## config.mk

```make
export PLATFORM = sky130hd
export DESIGN_NAME = pc_fetch_sequencer
export DESIGN_NICKNAME = d
export VERILOG_FILES = /design/src/rtl/pc_fetch_sequencer.sv
export SDC_FILE = /design/constraint.sdc
export NUM_CORES = 1
export LEC_CHECK = 0
export BUFFER_PORTS_ARGS = -buffer_cell sky130_fd_sc_hd__clkbuf_2
export CORE_MARGIN = 5
export CORE_UTILIZATION = 56
export CTS_BUF_LIST = sky130_fd_sc_hd__clkbuf_16
export CTS_CLUSTER_DIAMETER = 40
export DETAILED_ROUTE_END_ITERATION = 10
export PLACE_DENSITY = 0.83
export SLEW_MARGIN = 5
export SYNTH_ARGS = -nofsm -noshare
export SYNTH_HDL_FRONTEND = slang
export SYNTH_SLANG_ARGS = --single-unit
export TNS_END_PERCENT = 100
```

## constraint.sdc

```tcl
create_clock -name clk -period 4.7 [get_ports clk]
set_clock_uncertainty 0.2 [all_clocks]
set_input_delay 0.705 -clock clk [delete_from_list [all_inputs] [get_ports clk]]
set_output_delay 0.705 -clock clk [all_outputs]
set_load 0.03 [all_outputs]
```

## src/rtl/pc_fetch_sequencer.sv

```systemverilog
// rtl/pc_fetch_sequencer.sv - program counter sequencer around a handshaked instruction memory
//
// Fetches one instruction per REQ/EXEC pair. The datapath sees each fetched
// instruction for one committed execute cycle, and the next PC is chosen at
// commit time.
//
// Ports:
//   clk          in   rising-edge clock
//   reset        in   asynchronous active-low reset
//   imem_ack     in   instruction memory has data for imem_addr (only looked at in REQ)
//   SaltoCond    in   conditional branch decoded for the instruction in EXEC
//   oZero        in   ALU zero flag for the instruction in EXEC
//   extSigno     in   sign-extended branch offset, in words
//   stall        in   datapath hold; freezes EXEC
//   halt_req     in   go to HALT after the instruction in EXEC commits
//   resume       in   leave HALT
//   imem_req     out  fetch request, high for the whole REQ state
//   imem_addr    out  fetch address (always equal to pc)
//   instr_valid  out  the instruction in EXEC commits this cycle
//   pc           out  current program counter
//   halted       out  sequencer is in HALT
//   fetch_err    out  sticky fetch-timeout flag, cleared by resume
//   retired      out  committed instruction count, saturating
module pc_fetch_sequencer #(
  parameter int unsigned    AW        = 32,
  parameter logic [AW-1:0]  RESET_PC  = '0,
  parameter logic [AW-1:0]  LAST_ADDR = AW'(255),
  parameter int unsigned    TIMEOUT   = 15
) (
  input  logic          clk,
  input  logic          reset,
  input  logic          imem_ack,
  input  logic          SaltoCond,
  input  logic          oZero,
  input  logic [AW-1:0] extSigno,
  input  logic          stall,
  input  logic          halt_req,
  input  logic          resume,
  output logic          imem_req,
  output logic [AW-1:0] imem_addr,
  output logic          instr_valid,
  output logic [AW-1:0] pc,
  output logic          halted,
  output logic          fetch_err,
  output logic [15:0]   retired
);

  localparam logic [3:0] TIMEOUT_CNT = 4'(TIMEOUT);

  typedef enum logic [1:0] {
    S_IDLE,
    S_REQ,
    S_EXEC,
    S_HALT
  } state_t;

  state_t        state, state_n;
  logic [AW-1:0] pc_n;
  logic [AW-1:0] next_pc;
  logic [3:0]    wait_cnt, wait_cnt_n;
  logic          err_n;
  logic [15:0]   retired_n;
  logic          commit;

  // Branch targets are taken as-is (modulo 2^AW); only the sequential step
  // from the last program address wraps back to the start.
  always_comb begin
    next_pc = pc + AW'(1);
    if (SaltoCond && oZero) begin
      next_pc = pc + AW'(1) + extSigno;
    end else if (pc == LAST_ADDR) begin
      next_pc = RESET_PC;
    end
  end

  assign commit = (state == S_EXEC) && !stall;

  always_comb begin
    state_n    = state;
    pc_n       = pc;
    wait_cnt_n = wait_cnt;
    err_n      = fetch_err;
    retired_n  = retired;
    case (state)
      S_IDLE: begin
        state_n = S_REQ;
      end
      S_REQ: begin
        // An ack on the final allowed wait cycle still wins over the timeout.
        if (imem_ack) begin
          state_n    = S_EXEC;
          wait_cnt_n = '0;
        end else if (wait_cnt + 4'd1 == TIMEOUT_CNT) begin
          state_n    = S_HALT;
          err_n      = 1'b1;
          wait_cnt_n = '0;
        end else begin
          wait_cnt_n = wait_cnt + 4'd1;
        end
      end
      S_EXEC: begin
        // stall takes priority over halt_req: nothing moves until released.
        if (commit) begin
          pc_n = next_pc;
          if (retired != 16'hFFFF) begin
            retired_n = retired + 16'd1;
          end
          state_n = halt_req ? S_HALT : S_REQ;
        end
      end
      S_HALT: begin
        if (resume) begin
          state_n = S_REQ;
          err_n   = 1'b0;
        end
      end
      default: begin
        state_n = S_IDLE;
      end
    endcase
  end

  always_ff @(posedge clk or negedge reset) begin
    if (!reset) begin
      state     <= S_IDLE;
      pc        <= RESET_PC;
      wait_cnt  <= '0;
      fetch_err <= 1'b0;
      retired   <= '0;
    end else begin
      state     <= state_n;
      pc        <= pc_n;
      wait_cnt  <= wait_cnt_n;
      fetch_err <= err_n;
      retired   <= retired_n;
    end
  end

  assign imem_req    = (state == S_REQ);
  assign imem_addr   = pc;
  assign instr_valid = commit;
  assign halted      = (state == S_HALT);

endmodule

```

# Yosys cells after proc, flatten, opt, wreduce, memory -nomap -nowiden
# Index checks and enable logic that the tools add are counted.
[totals]
register_bits = 55
inputBits = 40
output_inout_bits = 84
word_cells = 43
[op_classes]
n_addsub = 4
eq_ne = 11
muxes = 14
n_reduce_logical = 9
[ops]
columns = ["operator", "n"]
rows = [
  ["two-way mux 32 bit", 2],
  ["adder 32 x 1 -> 32 bit (second input constant)", 1],
  ["adder 32 bit", 1],
  ["== test 32 x 8 -> 1 bit (second input constant)", 1],
  ["adder 16 x 1 -> 16 bit (second input constant)", 1],
  ["inequality test 16 bit (second input constant)", 1],
  ["two-way mux 2 bit", 5],
  ["two-way mux 4 bit", 2],
  ["one-hot mux 2 bit (4 select lines)", 1],
  ["inequality test 2 bit (second input constant)", 3],
  ["AND reduction 3 bit", 2],
  ["adder 4 x 1 -> 4 bit (second input constant)", 1],
  ["== test 2 bit (second input constant)", 2],
  ["== test 4 bit (second input constant)", 1],
  ["AND reduction 4 bit", 1],
  ["two-way mux 1 bit", 3],
  ["inequality test 3 x 2 -> 1 bit (second input constant)", 1],
  ["== test 2 x 1 -> 1 bit (second input constant)", 1],
  ["logical AND 1 bit", 2],
  ["zero test 2 bit", 1],
  ["inequality test 2 x 1 -> 1 bit (second input constant)", 1],
  ["one-hot mux 1 bit (2 select lines)", 1],
  ["AND reduction 2 bit", 1],
  ["nonzero test 2 bit", 1],
  ["zero test 1 bit", 1],
]

# Longest topological paths before layout
# Gate-level depths: netlist of the first run.
[depth]
word_depth = 5
mapped_depth = 18

# Least setup slack after synthesis of the first run
# OpenSTA, ideal clock, no wires.
[synth_timing]
path_kind = "register to register"
from = "register pc[0], in the netlist imem_addr[0]"
to = "register pc[31], in the netlist imem_addr[31]"
setup_ps = 126
arrival_time_ps = 3964
slack_ps = 410
path_stages_with_launch = 19
path_buffers = 1
period_less_slack_ps = 4290
path_cell_list = "dfrtp_1 > ha_1 > and3_1 > and3_1 > nand2_2 > nor4_4 > nand2_1 > nor2_1 > xor2_1 > ha_1 > clkbuf_1 > a2111oi_0 > o21ai_0 > a31o_2 > a21oi_1 > o41ai_1 > xnor2_1 > mux2i_1 > o21ai_1"
[synth_via]
elab_chain_cells = 3
word_cells_on_any_way = 5
classes_between = "add/sub (2); eq/ne (1); mux (2)"
[synth_rtl]
columns = ["item", "line_no", "source"]
rows = [
  ["from (decl)", "42", "output logic [AW-1:0] pc,"],
  ["from (signal assigned)", "132", "pc <= pc_n;"],
  ["adder 32 x 1 -> 32 bit or == test 32 x 8 -> 1 bit (tied branches)", "68, 70, 71", ""],
  ["adder 32 bit or two-way mux 32 bit (tied branches)", "70, 71", ""],
  ["two-way mux 32 bit *", "69", "if (SaltoCond && oZero) begin"],
]
# Every way passes the cells marked *; elsewhere a longest branch is shown, timed or not.
# A chain may end at the register's enable or synchronous reset.

# Worst setup path in the final report of the first run
# Same ends and word-level chain as after synthesis.

==> results.md, run 1 <==
- Worst r2r src: imem_addr[0]
- Mapped Area: 0.005329 mm²
- Largest net degree at the start of global routing: 56
- Die H: 107.6 µm
- Main combinational cell family by area after synthesis: compound AO/OA/AOI/OAI gates
- PortBufs: 123
- Overflow after GRT: 0
- First drt pass iteration count: 6
- Nets@finish: 819
- CTS Buffer Depth: 2
- Worst hold stages: 1
- N_diodes: 0
- Final Routed Wirelength: 15,100 µm
- DR vias/cell: 6.225
- Worst R2R Setup Slack: 0.22 ns
- Core area: 0.009240 mm²
- Rows: 35
- Fmax: 0.2232 GHz
- Critical path launch point type: flop
- Initial DRC Count: 617
- Final Hold Viols: 0
- WL/cell: 17.48 µm
- GRT Overall Usage: 25.62%
- CP max FO: 8
- VDD IR max: 0.3605 mV
- Static leakage: 2.805 nW
- Reg2Reg Depth: 17
- WHS: 0.2891 ns
- Proportion of synthesized area in mux cells: 0.5870%
- Synth Flop Type: dfrtp_1
- Non-Filler Instances: 864
- Initial antenna violation count: 0
- Clock transition at path regs: 0.07 ns
- HPWL after DPL: 11,590 µm
- CTS sink cnt: 55
- Hold Crit Class: flop to flop
- Setup crit start: imem_addr[0]
- Post-synthesis compound-gate area fraction: 22.12%
- Most frequent cells in the layout: clkbuf_2 (123), nand2_1 (58), dfrtp_1 (55)
- Total Die Area: 0.01157 mm²
- Slew headroom: 30.99%
- Mapped Cells: 657
- TNS Setup: 0 ns
- Cts bufs inserted: 5
- Layout cells sized above 1: 21.22%
- Final Worst Setup Slack: 0.2201 ns
- Number of enable flip-flop cells after synthesis: 0
- Synth async-reset ratio: 100.0%
- Min cycle time layout: 4.480 ns
- Initial core utilization: 57.67%
- Crit Reg-Reg Endpoint: imem_addr[31]
- CTS tree: built
- Syn. warnings: 0
- Maximum capacitance violations: 0
- WP data required: 4.67 ns
- Xor/xnor cell area share of the yosys netlist: 12.00%
- Area delta synth->final: 13.15%
- Mapped Nets: 742
- Distinct cells, synth: 69
- Via count: 5,378
- Synthesized flop and latch total: 55
- Setup violators final: 0
- Syn avg cell area: 8.111 µm²
- Design Power: 0.004399 W
- Crit path DAT: 4.45 ns
- WHS Endpoint: retired[4]
- RePlAce Congestion: 0.8887
- Total I/O pin count: 124
- Worst Tran Pin Value: 1.035 ns
- Synth Area in Simple Gates: 20.66%
- Hold Buf Count CTS: 0
- Min-delay src: retired[4]
- Clock Latency Late Sink: 0.29 ns
- Setup Crit Path Kind: flop to flop
- Adder-cell area share of the yosys netlist: 10.71%
- Max-slew violations: 0
- CTS root buffer: clkbuf_16
- DRC viols: 0
- Setup WS pre-CTS: 0.1075 ns
- Max H-tree Level: 2
- First-pass GRT wire length: 24,270 µm
- Antenna viol nets, final: 0
- Status: finished, final reports clean
- CP Capture Type: flop
- Commonest non-fill, non-tap cell in the layout: clkbuf_2
- Vias in the first global route: 5,026
- Seq/Total Area, Yosys: 25.83%
- Placed Instances: 855
- PwrDens: 729.6 mW/mm²
- Die W: 107.6 µm
- Tcrit/Tclk final: 95.32%
[sequential cells by signal, indices dropped and copies added, names as in the netlist]
| name | count |
|---|---|
| fetch_err | 1 |
| imem_addr | 32 |
| retired | 16 |
| state | 2 |
| wait_cnt | 4 |
[power breakdown]
part	internal (W)	switching (W)
registers	0.000635	0.000340
logic	0.00106	0.00188
clock network	0.000306	0.000177
[per-layer routing]
metal	wire length (µm)	track usage, %	share of wire [%]	up-vias
met3	1166	3.179	7.7	37
met5	0	0	0	-
met4	388	8.115	2.6	0
met2	7214	43.61	48	285
li1	-	-	-	2500
met1	6329	33.81	42	2556
[cells in the mapped netlist (all sizes together), types with 3 or more instances]
master | n | area [µm²]
nand2 | 60 | 227.7
dfrtp | 55 | 1376
nor2 | 51 | 191.4
xnor2 | 51 | 446.7
o21ai | 48 | 240.2
ha | 44 | 550.5
a21oi | 42 | 210.2
buf | 35 | 254.0
nand3 | 33 | 165.2
clkbuf | 26 | 98.84
xor2 | 22 | 192.7
inv | 21 | 78.83
and3 | 17 | 106.4
a21o | 11 | 83.83
a221oi | 11 | 102.6
nor3 | 11 | 55.05
nand4 | 10 | 62.56
and2 | 8 | 50.05
nand2b | 8 | 50.05
nor4 | 8 | 65.06
o22ai | 8 | 50.05
a22oi | 7 | 52.55
o21a | 5 | 37.54
or3 | 5 | 36.28
a211oi | 4 | 30.03
a31oi | 4 | 25.02
a32oi | 4 | 35.03
o31ai | 4 | 35.03
a22o | 3 | 26.28
a31o | 3 | 26.28
nor3b | 3 | 22.52
o21bai | 3 | 22.52
[critical path: stages, from the launching register on]
cell and delay [ns]:
dfrtp_1 0.45, ha_1 0.27, and3_1 0.21, and3_1 0.25, nand2_2 0.13, nor4_4 0.29
nand2_2 0.17, nor2_1 0.19, xor2_1 0.19, ha_1 0.35, a2111oi_1 0.37, o21ai_0 0.18
a31o_2 0.27, a21oi_1 0.20, o41ai_2 0.13, xnor2_1 0.21, mux2i_1 0.21, o21ai_1 0.08
[worst max-delay path by stage]
stage	end	slack [ns]	depth (start not counted)
final	imem_addr[31]	0.22	17
after global routing	imem_addr[31]	-0.05	17
after CTS	imem_addr[31]	0.08	17
after detailed placement	imem_addr[31]	0.11	17
after global placement	imem_addr[31]	0.36	17
after floorplan	imem_addr[31]	0.41	18
[through the flow]
step	area, µm²	utilization (%)
global route	6030	65.25
finish	6030	65.25
CTS	5998	64.92
global placement	5806	62.83
detailed placement	5806	62.83
floorplan	5329	-
[layout make-up]
type                            count  area [µm²]
Clock buffer                        5       125.1
Clock inverter                      3       67.56
Fill cell                         779        3211
Inverter                           21       78.83
Multi-Input combinational cell    520        3545
Sequential cell                    55        1376
Tap cell                          129       161.4
Timing Repair Buffer              131       675.6
[cell families after synthesis]
| family | Yosys count |
|---|---|
| adder cells (fa/ha/maj) | 45 |
| flip-flops | 55 |
| buffers and inverters | 82 |
| multiplexers | 3 |
| AO/OA/AOI/OAI | 179 |
| AND/OR/NAND/NOR | 220 |
| XOR/XNOR | 73 |
[repair_timing]
action | CTS | global route
buffers inserted | 0 | 1
setup endpoints to repair | 0 | 5
endpoints found under the hold margin | 0 | 0
gates resized for setup | 0 | 6
Note: power is estimated with default switching activity, not from simulation.
==> run 2: changes to the inputs <==
--- a/config.mk
+++ b/config.mk
@@ -6,12 +6,13 @@
 export NUM_CORES = 1
 export LEC_CHECK = 0
 export BUFFER_PORTS_ARGS = -buffer_cell sky130_fd_sc_hd__clkbuf_2
+export CAP_MARGIN = 20
 export CORE_MARGIN = 5
-export CORE_UTILIZATION = 56
+export CORE_UTILIZATION = 50
 export CTS_BUF_LIST = sky130_fd_sc_hd__clkbuf_16
 export CTS_CLUSTER_DIAMETER = 40
 export DETAILED_ROUTE_END_ITERATION = 10
-export PLACE_DENSITY = 0.83
+export PLACE_DENSITY = 0.89
 export SLEW_MARGIN = 5
 export SYNTH_ARGS = -nofsm -noshare
 export SYNTH_HDL_FRONTEND = slang
==> constraint.sdc (replaced) <==
create_clock -name clk -period 3.9 [get_ports clk]
set_clock_uncertainty 0.2 [all_clocks]
set_input_delay 0.585 -clock clk [delete_from_list [all_inputs] [get_ports clk]]
set_output_delay 0.585 -clock clk [all_outputs]
set_load 0.03 [all_outputs]
==> run 2 against run 1 <==
Compared with the run above:
- clock power is 7.2% higher
- count of clock-buffer cells in the layout stayed put
- hold slack worse by 0.17 ns
- core utilization is 2.6 points higher
- final cell count is 9.4% higher
- critical path type unchanged
- largest power group unchanged
==> results.md, run 2 (synthesis results as in run 1) <==
- Tcrit/Tclk final: 99.86% (was 95.32%)
- VDD IR max: 0.5147 mV (was 0.3605 mV)
- CTS root buffer: clkbuf_16 (unchanged)
- Clock Latency Late Sink: 0.29 ns (about the same)
- HPWL after DPL: 12,390 µm (was 11,590 µm)
- RSZ-0062 raised after global routing: yes
- First drt pass iteration count: 6 (unchanged)
- Initial DRC Count: 918 (was 617)
- Die H: 113.2 µm (was 107.6 µm)
- Most frequent cells in the layout: clkbuf_2 (123), buf_4 (82), nand2_1 (57) (was clkbuf_2 (123), nand2_1 (58), dfrtp_1 (55))
- Total Die Area: 0.01282 mm² (was 0.01157 mm²)
- Hold Buf Count CTS: 0 (unchanged)
- Final Hold Viols: 0 (unchanged)
- Finished Core Util: 67.87% (was 65.25%)
- Area delta synth->final: 32.07% (was 13.15%)
- Min cycle time layout: 3.895 ns (was 4.480 ns)
- Dpl cell area: 0.006261 mm² (was 0.005806 mm²)
- Seq pwr share: 17.3% (was 22.2%)
- RePlAce Congestion: 0.9316 (was 0.8887)
- Status: finished, final reports clean (unchanged)
- First-pass GRT wire length: 26,150 µm (was 24,270 µm)
- Rows: 37 (was 35)
- Nets@finish: 893 (was 819)
- PortBufs: 123 (unchanged)
- CP max FO: 4 (was 8)
- Via count: 5,783 (was 5,378)
- Hold Crit Class: input port to asynchronous set/reset pin (was flop to flop)
- Max-slew violations: 0 (unchanged)
- Worst Tran Pin Value: 0.6892 ns (was 1.035 ns)
- Sw Share: 53.72% (was 54.54%)
- DRC viols: 0 (unchanged)
- Max H-tree Level: 2 (unchanged)
- Final Cell Area: 0.007038 mm² (was 0.006030 mm²)
- WL/cell: 19.08 µm (was 17.48 µm)
- Clk network pwr share: 8.5% (was 11.0%)
- Layout cells sized above 1: 36.59% (was 21.22%)
- Vias in the first global route: 5,298 (was 5,026)
- Die W: 113.2 µm (was 107.6 µm)
- Slew headroom: 54.05% (was 30.99%)
- Commonest non-fill, non-tap cell in the layout: clkbuf_2 (unchanged)
- PwrDens: 870.2 mW/mm² (was 729.6 mW/mm²)
- Fmax: 0.2568 GHz (was 0.2232 GHz)
- Overflow after GRT: 0 (unchanged)
- N_diodes: 0 (unchanged)
- CTS Buffer Depth: 2 (unchanged)
- Final Routed Wirelength: 18,030 µm (was 15,100 µm)
- Clock transition at path regs: 0.07 ns (about the same)
- Number of flip-flops in the largest register: 32 (unchanged)
- Core area: 0.01037 mm² (was 0.009240 mm²)
- CP Capture Type: flop (unchanged)
- Total I/O pin count: 124 (unchanged)
- Crit path DAT: 3.86 ns (was 4.45 ns)
- Net Sw Power: 0.003290 W (was 0.002399 W)
- Static leakage: 3.247 nW (was 2.805 nW)
- Pint: 0.002835 W (was 0.002000 W)
- CTS tree: built (unchanged)
- DR vias/cell: 6.120 (was 6.225)
- Setup Crit Path Kind: flop to flop (unchanged)
- Antenna viol nets, final: 0 (unchanged)
- Setup violators final: 0 (unchanged)
- Largest net degree at the start of global routing: 36 (was 56)
- Initial core utilization: 51.39% (was 57.67%)
- WP data required: 3.87 ns (was 4.67 ns)
- Maximum capacitance violations: 0 (unchanged)
- Cts bufs inserted: 5 (unchanged)
- Critical path launch point type: flop (unchanged)
- Initial antenna violation count: 0 (unchanged)
- Comb power frac: 74.3% (was 66.9%)
- WHS: 0.1230 ns (was 0.2891 ns)
- GRT Overall Usage: 24.73% (was 25.62%)
- CTS sink cnt: 55 (unchanged)
==> run 2: cell types whose count changed in the layout (fill, tap and decap cells not counted), sizes merged <==
cell | previous run | this run
clkinvlp | 1 | 0
clkinv | 0 | 2
buf | 8 | 82
bufinv | 2 | 1
==> run 2: power by group through the flow <==
stage	Clock, W	Sequential (W)	Combinational, W
after floorplan	0	0.00139	0.00255
after global placement	0	0.00101	0.00394
after detailed placement	0	0.00102	0.00400
after CTS	0.000517	0.00102	0.00408
after global routing	0.000542	0.00108	0.00483
final	0.000518	0.00106	0.00455
==> run 2: area by class of cell <==
cell class                 count  area, µm²
tap                          136      170.2
inverter                      21      78.83
clock inverter                 3      43.79
clock buffer                   5      125.1
fill                         784       3332
sequential                    55       1386
multi-input combinational    520       4003
timing repair buffer         205       1231
==> run 2: final timing paths <==
| check | depth (start not counted) | endpoint | startpoint | slack, ns |
|---|---|---|---|---|
| max in group asynchronous | 2 | imem_addr[28] | reset | 2.54 |
| min in group clk | 1 | retired[4] | retired[4] | 0.30 |
| min | 1 | wait_cnt[0] | reset | 0.12 |
| max reg2reg | 15 | imem_addr[31] | imem_addr[0] | 0.005 |
| min reg2reg | 1 | retired[4] | retired[4] | 0.30 |
| max | 15 | imem_addr[31] | imem_addr[0] | 0.005 |
==> run 2: metal layers <==
metal / track usage (%) / routed length (µm) / vias up
li1: - / - / 2649
met1: 34.44 / 7197 / 2667
met2: 37.68 / 8313 / 389
met3: 4.492 / 1826 / 78
met4: 10.42 / 694 / 0
met5: 0 / 0 / -
==> run 2: worst max-delay path, cell delays in order (launching register included) <==
cell	delay [ns]
dfrtp_2	0.42
and3_4	0.19
nor4b_4	0.24
nor4b_4	0.32
nand2_2	0.15
buf_4	0.17
xnor2_2	0.16
ha_2	0.22
or3_1	0.32
or3_1	0.36
a31o_1	0.24
a31oi_4	0.17
o41ai_2	0.09
xnor2_1	0.21
mux2i_1	0.22
o21ai_1	0.07
==> run 2: stage by stage <==
step	std cells	total power (W)	setup slack, ns	setup TNS (ns)
finish	945	0.006125	0.005309	0
global route	945	0.006458	-0.1424	-0.6295
CTS	927	0.005619	0.01295	0
detailed placement	915	0.005026	-0.06613	-0.09965
global placement	915	0.004951	0.04146	0
floorplan	657	0.003944	0.001349	0
==> run 2: timing repair <==
item | CTS | global route
endpoints found under the hold margin | 0 | 0
setup buffers | 4 | 18
setup endpoints to repair | 3 | 12
pin swaps | 6 | 31
gates resized for setup | 13 | 65
==> run 3: changes to the inputs <==
--- a/config.mk
+++ b/config.mk
@@ -12,7 +12,7 @@
 export CTS_BUF_LIST = sky130_fd_sc_hd__clkbuf_16
 export CTS_CLUSTER_DIAMETER = 40
 export DETAILED_ROUTE_END_ITERATION = 10
-export PLACE_DENSITY = 0.89
+export PLACE_DENSITY = 0.84
 export SLEW_MARGIN = 5
 export SYNTH_ARGS = -nofsm -noshare
 export SYNTH_HDL_FRONTEND = slang
==> run 3 against run 2 <==
Compared with the run above:
- the run now ends with negative setup slack left
- largest power group unchanged
- die area did not move
- largest cell class unchanged
- routed wire length fell by 1.9%
- power fell by 2.2%
==> results.md, run 3 (synthesis results as in run 1) <==
- N_diodes: 0 (unchanged)
- Reg2Reg Depth: 17 (was 15)
- Layout cells sized above 1: 34.60% (was 36.59%)
- Initial DRC Count: 749 (was 918)
- Rows: 37 (unchanged)
- WL/cell: 19.06 µm (was 19.08 µm)
- Tcrit/Tclk final: 100.3% (was 99.86%)
- Final Hold Viols: 0 (unchanged)
- CTS sink cnt: 55 (unchanged)
- Fmax: 0.2556 GHz (was 0.2568 GHz)
- Initial core utilization: 51.39% (unchanged)
- Max-slew violations: 0 (unchanged)
- CP max FO: 4 (unchanged)
- WP data required: 3.88 ns (was 3.87 ns)
- HPWL after DPL: 12,850 µm (was 12,390 µm)
- CTS root buffer: clkbuf_16 (unchanged)
- Setup violators final: 1 (was 0)
- Maximum capacitance violations: 0 (unchanged)
- Area delta synth->final: 28.67% (was 32.07%)
- Static leakage: 3.152 nW (was 3.247 nW)
- CTS Buffer Depth: 2 (unchanged)
- Die H: 113.2 µm (unchanged)
- Min cycle time layout: 3.912 ns (was 3.895 ns)
- Design Power: 0.005988 W (was 0.006125 W)
- Hold Buf Count CTS: 0 (unchanged)
- TNS Setup: -0.01236 ns (was 0 ns)
- Crit Reg-Reg Endpoint: imem_addr[30] (was imem_addr[31])
- Slew headroom: 49.77% (was 54.05%)
- WHS: 0.1486 ns (was 0.1230 ns)
- First drt pass iteration count: 6 (unchanged)
- Worst Tran Pin Value: 0.7535 ns (was 0.6892 ns)
- RSZ-0062 raised after global routing: yes (unchanged)
- Clock Latency Late Sink: 0.29 ns (about the same)
- Die W: 113.2 µm (unchanged)
- Clock transition at path regs: 0.08 ns (was 0.07 ns)
- Via count: 5,708 (was 5,783)
- Hold Crit Class: input port to asynchronous set/reset pin (unchanged)
- CP Capture Type: flop (unchanged)
- Setup Crit Path Kind: flop to flop (unchanged)
- Commonest non-fill, non-tap cell in the layout: clkbuf_2 (unchanged)
- Fillers: 818 (was 784)
- Most frequent cells in the layout: clkbuf_2 (123), buf_4 (65), nand2_1 (57) (was clkbuf_2 (123), buf_4 (82), nand2_1 (57))
- Number of flip-flops in the largest register: 32 (unchanged)
- Overflow after GRT: 0 (unchanged)
- Violated checks: negative setup slack
- Final Routed Wirelength: 17,690 µm (was 18,030 µm)
- DR vias/cell: 6.151 (was 6.120)
- Non-Filler Instances: 928 (was 945)
- Initial antenna violation count: 0 (unchanged)
- Nets@finish: 876 (was 893)
- Max H-tree Level: 2 (unchanged)
- CTS tree: built (unchanged)
- Final Cell Area: 0.006857 mm² (was 0.007038 mm²)
- Status: finished, violations left (was finished, final reports clean)
- Total I/O pin count: 124 (unchanged)
- Antenna viol nets, final: 0 (unchanged)
- First-pass GRT wire length: 26,970 µm (was 26,150 µm)
- PwrDens: 873.3 mW/mm² (was 870.2 mW/mm²)
- Dpl cell area: 0.006242 mm² (was 0.006261 mm²)
- Vias in the first global route: 5,481 (was 5,298)
- PortBufs: 123 (unchanged)
- Critical path launch point type: flop (unchanged)
- Final Worst Setup Slack: -0.01236 ns (was 0.005309 ns)
- Core area: 0.01037 mm² (unchanged)
- Total Die Area: 0.01282 mm² (unchanged)
- Cts bufs inserted: 5 (unchanged)
- Worst R2R Setup Slack: -0.01 ns (was 0.005 ns)
- Largest net degree at the start of global routing: 36 (unchanged)
- GRT Overall Usage: 25.34% (was 24.73%)
- VDD IR max: 0.4867 mV (was 0.5147 mV)
- DRC viols: 0 (unchanged)
- RePlAce Congestion: 0.9991 (was 0.9316)
- Crit path DAT: 3.89 ns (was 3.86 ns)
- Worst r2r src: imem_addr[1] (was imem_addr[0])
- Placed Instances: 913 (was 915)
run 3: worst max-delay path by stage:
stage / startpoint / endpoint / slack (ns) / cells past startpoint
2_1_floorplan: imem_addr[0] / imem_addr[31] / 0.001 / 16
3_3_place_gp: imem_addr[1] / imem_addr[30] / -0.08 / 15
3_5_place_dp: imem_addr[1] / imem_addr[31] / -0.09 / 17
4_1_cts: imem_addr[1] / imem_addr[31] / 0.002 / 16
5_1_grt: imem_addr[1] / imem_addr[29] / -0.17 / 19
6_report: imem_addr[1] / imem_addr[30] / -0.01 / 17
run 3: final cells by class:
| cell class | instances | area (µm²) | area share, % |
|---|---|---|---|
| timing repair buffer | 188 | 1104 | 16.09 |
| clock buffer | 5 | 125.1 | 1.825 |
| clock inverter | 3 | 27.53 | 0.4015 |
| multi-input combinational | 520 | 3965 | 57.83 |
| sequential | 55 | 1386 | 20.22 |
| inverter | 21 | 78.83 | 1.150 |
| tap | 136 | 170.2 | 2.482 |
run 3: through the flow:
| stage | util (%) | setup WS (ns) |
|---|---|---|
| floorplan | - | 0.001349 |
| global placement | 60.20 | -0.07814 |
| detailed placement | 60.20 | -0.08919 |
| CTS | 62.36 | 0.002224 |
| global route | 66.12 | -0.1681 |
| finish | 66.12 | -0.01236 |
run 3: worst max-delay path, cell delays in order (launching register included):
cell      delay [ns]
dfrtp_2         0.40
and3_1          0.20
nor4b_4         0.27
nor4b_4         0.30
nand2_2         0.16
nor2_4          0.25
nand3_4         0.14
xnor2_4         0.20
ha_4            0.23
a21o_1          0.19
a21oi_1         0.16
o21bai_1        0.11
a211oi_1        0.22
o21a_1          0.18
o31ai_2         0.08
xor2_1          0.15
a221oi_2        0.26
nor2_1          0.10
run 3: routing by layer:
metal  track usage, %  up-vias  wire, µm
li1                 -     2609         -
met1            34.95     2663      7108
met2            41.98      389      8325
met3            3.262       47      1863
met4            6.651        0       394
met5                0        -         0
run 3: repair_timing:
| item | 4_1_cts | 5_1_grt |
|---|---|---|
| setup buffers | 0 | 7 |
| resized for setup | 14 | 57 |
| pin swaps | 1 | 27 |
| setup endpoints to repair | 4 | 12 |
run 3: report_power, final:
part	leakage (nW)	switching, W	total (W)	internal (W)
logic	2.40	0.00277	0.00449	0.00171
registers	0.680	0.000255	0.00103	0.000774
clock network	0.0723	0.000227	0.000473	0.000246
